**src/rtl/imem_loader.sv**
```systemverilog
// -----------------------------------------------------------------------------
// imem_loader
//   Fills the instruction memory with a program before the CPU runs. A byte
//   stream (valid/ready) is packed big-endian, four bytes to a word. Each word
//   is written at BASE_ADDR, BASE_ADDR+4, ... (same +4 stride as the PC). The
//   CPU is held while the load is in progress, and done pulses once at the end.
//
// Ports
//   clk, rst_n     : rising-edge clock, asynchronous active-low reset
//   start          : one-cycle load request, sampled only in IDLE
//   word_count     : words to load, sampled with start (clamped to MAX_WORDS)
//   abort          : cancel the load from any state
//   in_data/in_valid/in_ready : byte stream handshake
//   wr_en/wr_addr/wr_data     : instruction-memory write port
//   cpu_hold       : stalls the PC and datapath while a load is running
//   done           : one-cycle pulse when a load completes normally
//   words_written  : words written in the current or last load
// -----------------------------------------------------------------------------
module imem_loader #(
    parameter int                 ADDR_W    = 32,
    parameter logic [ADDR_W-1:0]  BASE_ADDR = '0,
    parameter int                 MAX_WORDS = 256,
    parameter int                 CNT_W     = 16
) (
    input  logic              clk,
    input  logic              rst_n,
    input  logic              start,
    input  logic [CNT_W-1:0]  word_count,
    input  logic              abort,
    input  logic [7:0]        in_data,
    input  logic              in_valid,
    output logic              in_ready,
    output logic              wr_en,
    output logic [ADDR_W-1:0] wr_addr,
    output logic [31:0]       wr_data,
    output logic              cpu_hold,
    output logic              done,
    output logic [CNT_W-1:0]  words_written
);

    localparam logic [CNT_W-1:0]  MAX_CNT   = CNT_W'(MAX_WORDS);
    localparam logic [ADDR_W-1:0] WORD_STEP = ADDR_W'(4);

    typedef enum logic [1:0] {
        S_IDLE  = 2'd0,
        S_RECV  = 2'd1,
        S_WRITE = 2'd2,
        S_DONE  = 2'd3
    } state_t;

    state_t            state_q, state_d;
    logic [1:0]        byte_idx_q, byte_idx_d;
    logic [31:0]       word_q, word_d;
    logic [ADDR_W-1:0] addr_q, addr_d;
    logic [CNT_W-1:0]  words_left_q, words_left_d;
    logic [CNT_W-1:0]  words_written_q, words_written_d;
    logic              wr_en_q, wr_en_d;
    logic [ADDR_W-1:0] wr_addr_q, wr_addr_d;
    logic [31:0]       wr_data_q, wr_data_d;

    always_ff @(posedge clk or negedge rst_n) begin
        if (!rst_n) begin
            state_q         <= S_IDLE;
            byte_idx_q      <= '0;
            word_q          <= '0;
            addr_q          <= BASE_ADDR;
            words_left_q    <= '0;
            words_written_q <= '0;
            wr_en_q         <= 1'b0;
            wr_addr_q       <= BASE_ADDR;
            wr_data_q       <= '0;
        end else begin
            state_q         <= state_d;
            byte_idx_q      <= byte_idx_d;
            word_q          <= word_d;
            addr_q          <= addr_d;
            words_left_q    <= words_left_d;
            words_written_q <= words_written_d;
            wr_en_q         <= wr_en_d;
            wr_addr_q       <= wr_addr_d;
            wr_data_q       <= wr_data_d;
        end
    end

    always_comb begin
        state_d         = state_q;
        byte_idx_d      = byte_idx_q;
        word_d          = word_q;
        addr_d          = addr_q;
        words_left_d    = words_left_q;
        words_written_d = words_written_q;
        wr_en_d         = 1'b0;
        wr_addr_d       = wr_addr_q;
        wr_data_d       = wr_data_q;

        if (abort) begin
            // Drop the partial word; completed writes stay counted.
            state_d    = S_IDLE;
            byte_idx_d = '0;
            word_d     = '0;
        end else begin
            unique case (state_q)
                S_IDLE: begin
                    if (start) begin
                        words_written_d = '0;
                        if (word_count != '0) begin
                            state_d      = S_RECV;
                            words_left_d = (word_count > MAX_CNT) ? MAX_CNT : word_count;
                            addr_d       = BASE_ADDR;
                            byte_idx_d   = '0;
                            word_d       = '0;
                        end else begin
                            state_d = S_DONE;
                        end
                    end
                end
                S_RECV: begin
                    // in_ready is high for the whole of RECV, so in_valid alone
                    // marks an accepted byte. Byte 0 lands in [31:24].
                    if (in_valid) begin
                        word_d[{~byte_idx_q, 3'b000} +: 8] = in_data;
                        byte_idx_d = byte_idx_q + 2'd1;
                        if (byte_idx_q == 2'd3) begin
                            // Register the write so it is on the port during WRITE.
                            state_d   = S_WRITE;
                            wr_en_d   = 1'b1;
                            wr_addr_d = addr_q;
                            wr_data_d = word_d;
                        end
                    end
                end
                S_WRITE: begin
                    addr_d          = addr_q + WORD_STEP;
                    words_written_d = words_written_q + CNT_W'(1);
                    words_left_d    = words_left_q - CNT_W'(1);
                    byte_idx_d      = '0;
                    state_d         = (words_left_q == CNT_W'(1)) ? S_DONE : S_RECV;
                end
                S_DONE: begin
                    state_d = S_IDLE;
                end
                default: begin
                    state_d = S_IDLE;
                end
            endcase
        end
    end

    assign in_ready      = (state_q == S_RECV);
    assign cpu_hold      = (state_q == S_RECV) || (state_q == S_WRITE);
    assign done          = (state_q == S_DONE);
    // The write strobe is registered, but an abort arriving in the write cycle
    // must still cancel the memory write, hence the gate.
    assign wr_en         = wr_en_q & ~abort;
    assign wr_addr       = wr_addr_q;
    assign wr_data       = wr_data_q;
    assign words_written = words_written_q;

endmodule
```
**config.mk**
```make
export PLATFORM = sky130hd
export DESIGN_NAME = imem_loader
export DESIGN_NICKNAME = d
export VERILOG_FILES = /design/src/rtl/imem_loader.sv
export SDC_FILE = /design/constraint.sdc
export NUM_CORES = 1
export LEC_CHECK = 0
export CORE_ASPECT_RATIO = 1.1
export CORE_MARGIN = 5
export CORE_UTILIZATION = 33
export CTS_CLUSTER_DIAMETER = 200
export DETAILED_ROUTE_END_ITERATION = 12
export DONT_BUFFER_PORTS = 1
export GPL_TIMING_DRIVEN = 0
export MAX_ROUTING_LAYER = met4
export PLACE_DENSITY = 0.46
export SYNTH_ARGS = -nofsm -noshare
export SYNTH_HDL_FRONTEND = slang
export SYNTH_SLANG_ARGS = --single-unit
```
**constraint.sdc**
```tcl
create_clock -name clk -period 6.01 [get_ports clk]
set_input_delay 1.202 -clock clk [delete_from_list [all_inputs] [get_ports clk]]
set_output_delay 1.202 -clock clk [all_outputs]
set_load 0.1 [all_outputs]
```
Yosys cells after proc, flatten, opt, wreduce, memory -nomap -nowiden --
Cells that the tools add are included.
Word-level totals: logic and storage cells 72, register bits after elaboration 165, output and inout bits 84
Cells by class: add/sub/neg operators 5, eq/ne operators 11, magnitude comparators 1, shift operators 2, bitwise logic cells 3, muxes and demuxes 29, reductions and logical operators 12
Operators with widths (count):
- 32-bit 2-to-1 mux | 4
- 32-bit case mux with 2 select lines | 2
- 16-bit 2-to-1 mux | 4
- 16-bit case mux with 2 select lines | 2
- 32-bit by 3-bit adder with 32-bit output (second input constant) | 1
- 32-bit bitwise mux | 1
- 8-bit by 7-bit variable shift with 32-bit output (first input constant) | 1
- 8-bit by 7-bit indexed part select with 32-bit output | 1
- 2-bit 2-to-1 mux | 10
- 16-bit by 1-bit adder with 16-bit output (second input constant) | 1
- 16-bit by 1-bit == test with 1-bit output (second input constant) | 1
- 16-bit by 9-bit greater-than comparator with 1-bit output (second input constant) | 1
- 4-bit AND reduction | 4
- 16-bit nonzero test | 1
- 16-bit by 1-bit subtractor with 16-bit output (second input constant) | 1
- 3-bit inequality test (second input constant) | 3
- 2-bit case mux with 4 select lines | 1
- 5-bit negator with 7-bit output | 1
- 2-bit == test (second input constant) | 3
- 2-bit case mux with 3 select lines | 1
- 3-bit AND reduction | 2
- 1-bit 2-to-1 mux | 4
- 2-bit inequality test (second input constant) | 2
- 4-bit nonzero test | 1
- other kinds (10) | 10

Logic depth before layout (Yosys ltp) --
word-level depth 7, depth in mapped cells 10, depth with buffers taken out 7

Worst setup path before layout --
OpenSTA, ideal clock, no wires.
path type input-to-output, start input port abort, end output port wr_en, path buffers 2, path slack 1859 ps, cell stages on the path 3, data arrival time 2949 ps, data required time 4808 ps, cells stage by stage clkbuf_1 buf_1 nor2b_1
On the way: word-level cells in the longest chain between the ends 2
Ends and longest elaborated chain:
- start: declaration | RTL line 29 | input logic abort,
- 1-bit NOT (no line)
- 1-bit AND | RTL line 154 | assign wr_en = wr_en_q & ~abort;
- end: declaration | RTL line 33 | output logic wr_en,
No other way between the ends.

Final worst setup path --
Ends and elaborated chain as after synthesis.

==> results by group <==
Synth
  – Seq cells post-synth: 153
  – Number of flops mapped to enable cells by yosys: 0
  – Top_reg_cell synth: dfrtp_1
  – Number of unique standard cell types used by synthesis: 64
  – Register area share after synthesis: 51.8%
  – Yosys top cell area share: around half
  – Avg Cell Area, Syn: 10.1 um^2
  – YS warnings: 0
  – Top post-synthesis cells by area: dfrtp_1, nand2_1, mux2_2
  – Async SR Flop Fraction: 100%
  – Post-Syn Area: around 7400 um^2
  – Top cell type by total area after synthesis: dfrtp_1
  – Syn Inst Count: between 700 and 800

Detailed routing
  – Via count: 5638
  – Wire per inst: 18.6 um
  – Vias per cell: ~5.3
  – WL final: roughly 20000 um
  – DRT iter0 DRCs: ~300
  – DRC violations left: 0
  – 1st-pass router iterations: 5
  – Detail Route Antenna Nets: 0

Final layout
  – Area Overhead vs Synth: 13.3%
  – Reg area: ~3800 um^2
  – Post-Layout Inst Area: about 8400 um^2
  – Share of cells above drive strength 1: 11.2%
  – Filler cells: between 2000 and 2500
  – Antenna Cells: 0
  – Area of the multi-input gates: between 3000 and 4000 um^2
  – Final net count: around 800
  – Commonest non-fill, non-tap cell in the layout: dfrtp_1
  – Most frequent cells in the layout: dfrtp_1, nand2_1, o21ai_0, nor2_1, a21oi_1

Global route
  – Global-route wire length before repair: 32200 um
  – GR Util All Layers: between 10% and 20%
  – Largest net degree at the start of global routing: 154
  – Vias in the first global route: roughly 5700
  – Initial antenna violation count: 0
  – Overflow after GRT: 0

Worst setup path
  – RR Endpoint: word_q[22]$_DFFE_PN0P_
  – Setup CP Type: in -> out
  – Reg2reg setup slack: approximately 2600 ps
  – Worst path arrival time: ~2700 ps
  – Crit start category: input port
  – Cells along the critical path: clkbuf_1, buf_1, nor2b_2
  – Nature of the critical path endpoint: output port
  – Slowest stage cell, crit path: nor2b_2
  – Worst-path fanout max: 10
  – Required @ worst endpoint: 4810 ps
  – Worst-case reg-to-reg path depth: 8
  – Worst stage delay on the critical path: 940 ps
  – R2R Path Start: state_q[1]$_DFFE_PN0P_

Clocking
  – Reg clk slew, reported paths: ~60 ps
  – Clk_lat worst skew: 420 ps
  – Post-CTS setup buffers: 0
  – TritonCTS buffer count: 17
  – Clock tree buffer depth: 2
  – CTS tree: built
  – Hold buffer count at cts: 0
  – Clock Root Buffer: clkbuf_16
  – PostCTS Resize Cnt: 0
  – H-tree depth: 4
  – CTS Sinks: roughly 150

Die
  – I/O pin count: roughly 110
  – Die Area: 25500 um^2
  – Initial core utilization: between 30% and 40%
  – Height of the die: around 170 um
  – FP Rows: 57
  – Die width: 153 um
  – Core box area: around 22000 um^2

Timing
  – Max-slew violations: 0
  – Min cycle time layout: slightly below 4000 ps
  – Endpoints failing hold: 0
  – Worst slew pin tran: around 1300 ps
  – Setup TNS: 0 ps
  – Final hold slack: 481 ps
  – Clock Skew: roughly 9.1 ps
  – Final Cycle Share: between 60% and 70%
  – Setup-failing EPs final: 0
  – Max Clock Freq: roughly 0.26 GHz
  – Slew HR: 14.9%
  – RSZ-0062 raised after global routing: no

Power and ir drop
  – Worst vdd ir: around 0.21 mV
  – PwrDens: roughly 370 nW/um^2
  – Leakage: ~3.6 nW
  – Final Power: between 3 and 4 mW

Placed design
  – Detailed placer's ending HPWL: 14100 um
  – Placed cell areas: 7770 um^2
  – Gp weighted congestion: around 0.84
  – Port bufs: 0

Flow run
  – Max-cap viol count: 0

Worst hold path
  – Worst hold path class: in -> async

Run status
  – Outcome: finished, final reports clean
[metrics by stage]
| stage | setup slack, ps | instances | utilization (%) |
|---|---|---|---|
| final | 2150 | 1057 | 37.9 |
| after global routing | 2080 | 1057 | 37.9 |
| after CTS | 2130 | 1057 | 37.9 |
| after detailed placement | 2140 | 1025 | 35.1 |
| after global placement | 1560 | 1025 | 35.1 |
| after floorplan | 1860 | 730 | - |
[final cells by class]
| class | count | area share [%] |
|---|---|---|
| tap | 295 | 4.41 |
| inverter | 13 | 0.583 |
| sequential | 153 | 45.7 |
| buffer | 43 | 2.26 |
| multi-input combinational | 521 | 39.8 |
| clock inverter | 12 | 1.76 |
| clock buffer | 20 | 5.45 |
[layer usage]
layer  share of wire [%]  global-route usage [%]
met4                 1.5                    5.04
met2                  49                    25.6
met1                  42                    19.7
met3                 7.3                    4.67
met5                   0                       -
[worst max path at each step]
| stage | from | to | cells after the start | slack [ps] |
|---|---|---|---|---|
| detailed placement | abort | wr_en | 3 | 2140 |
| floorplan | abort | wr_en | 3 | 1860 |
| finish | abort | wr_en | 3 | 2150 |
| global route | abort | wr_en | 3 | 2080 |
| global placement | abort | wr_en | 3 | 1560 |
| CTS | abort | wr_en | 3 | 2130 |
[state kept, by name (all words and copies together) (netlist names)]
name / count
wr_addr: 30
words_left_q: 16
wr_en_q: 1
word_q: 24
byte_idx_q: 2
addr_q: 30
wr_data: 32
words_written: 16
state_q: 2
[report_power, final]
group	switching, mW	total [mW]	internal [mW]
sequential	0.106	1.20	1.10
combinational	0.567	0.792	0.226
clock	0.431	1.11	0.674
[logic make-up after synthesis]
logic type | after synthesis | share of synthesized area (%)
mux | 33 | 4.96
fa+ha+maj | 13 | 2.20
buf+inv | 56 | 3.22
xor+xnor | 24 | 2.84
compound gates | 159 | 13.9
other cells | 1 | 0.0507
simple gates | 290 | 21.0
flops | 153 | 51.8
[worst max-delay path: cells and delay by family]
kind	cells	cell delay, ps
buffers and inverters	2	510
and+or+nand+nor	1	940
[cells in the mapped netlist, types with 15 or more instances]
cell      count
a21oi_1      33
or3_1        15
nor2_1       38
o21ai_0      57
clkbuf_1     24
xnor2_1      15
a22o_1       26
nand2b_1     16
dfrtp_1     153
nor2b_1      19
mux2_2       29
nand3_1      31
nand2_1      88
No activity file was read; power rests on OpenSTA's default activity.
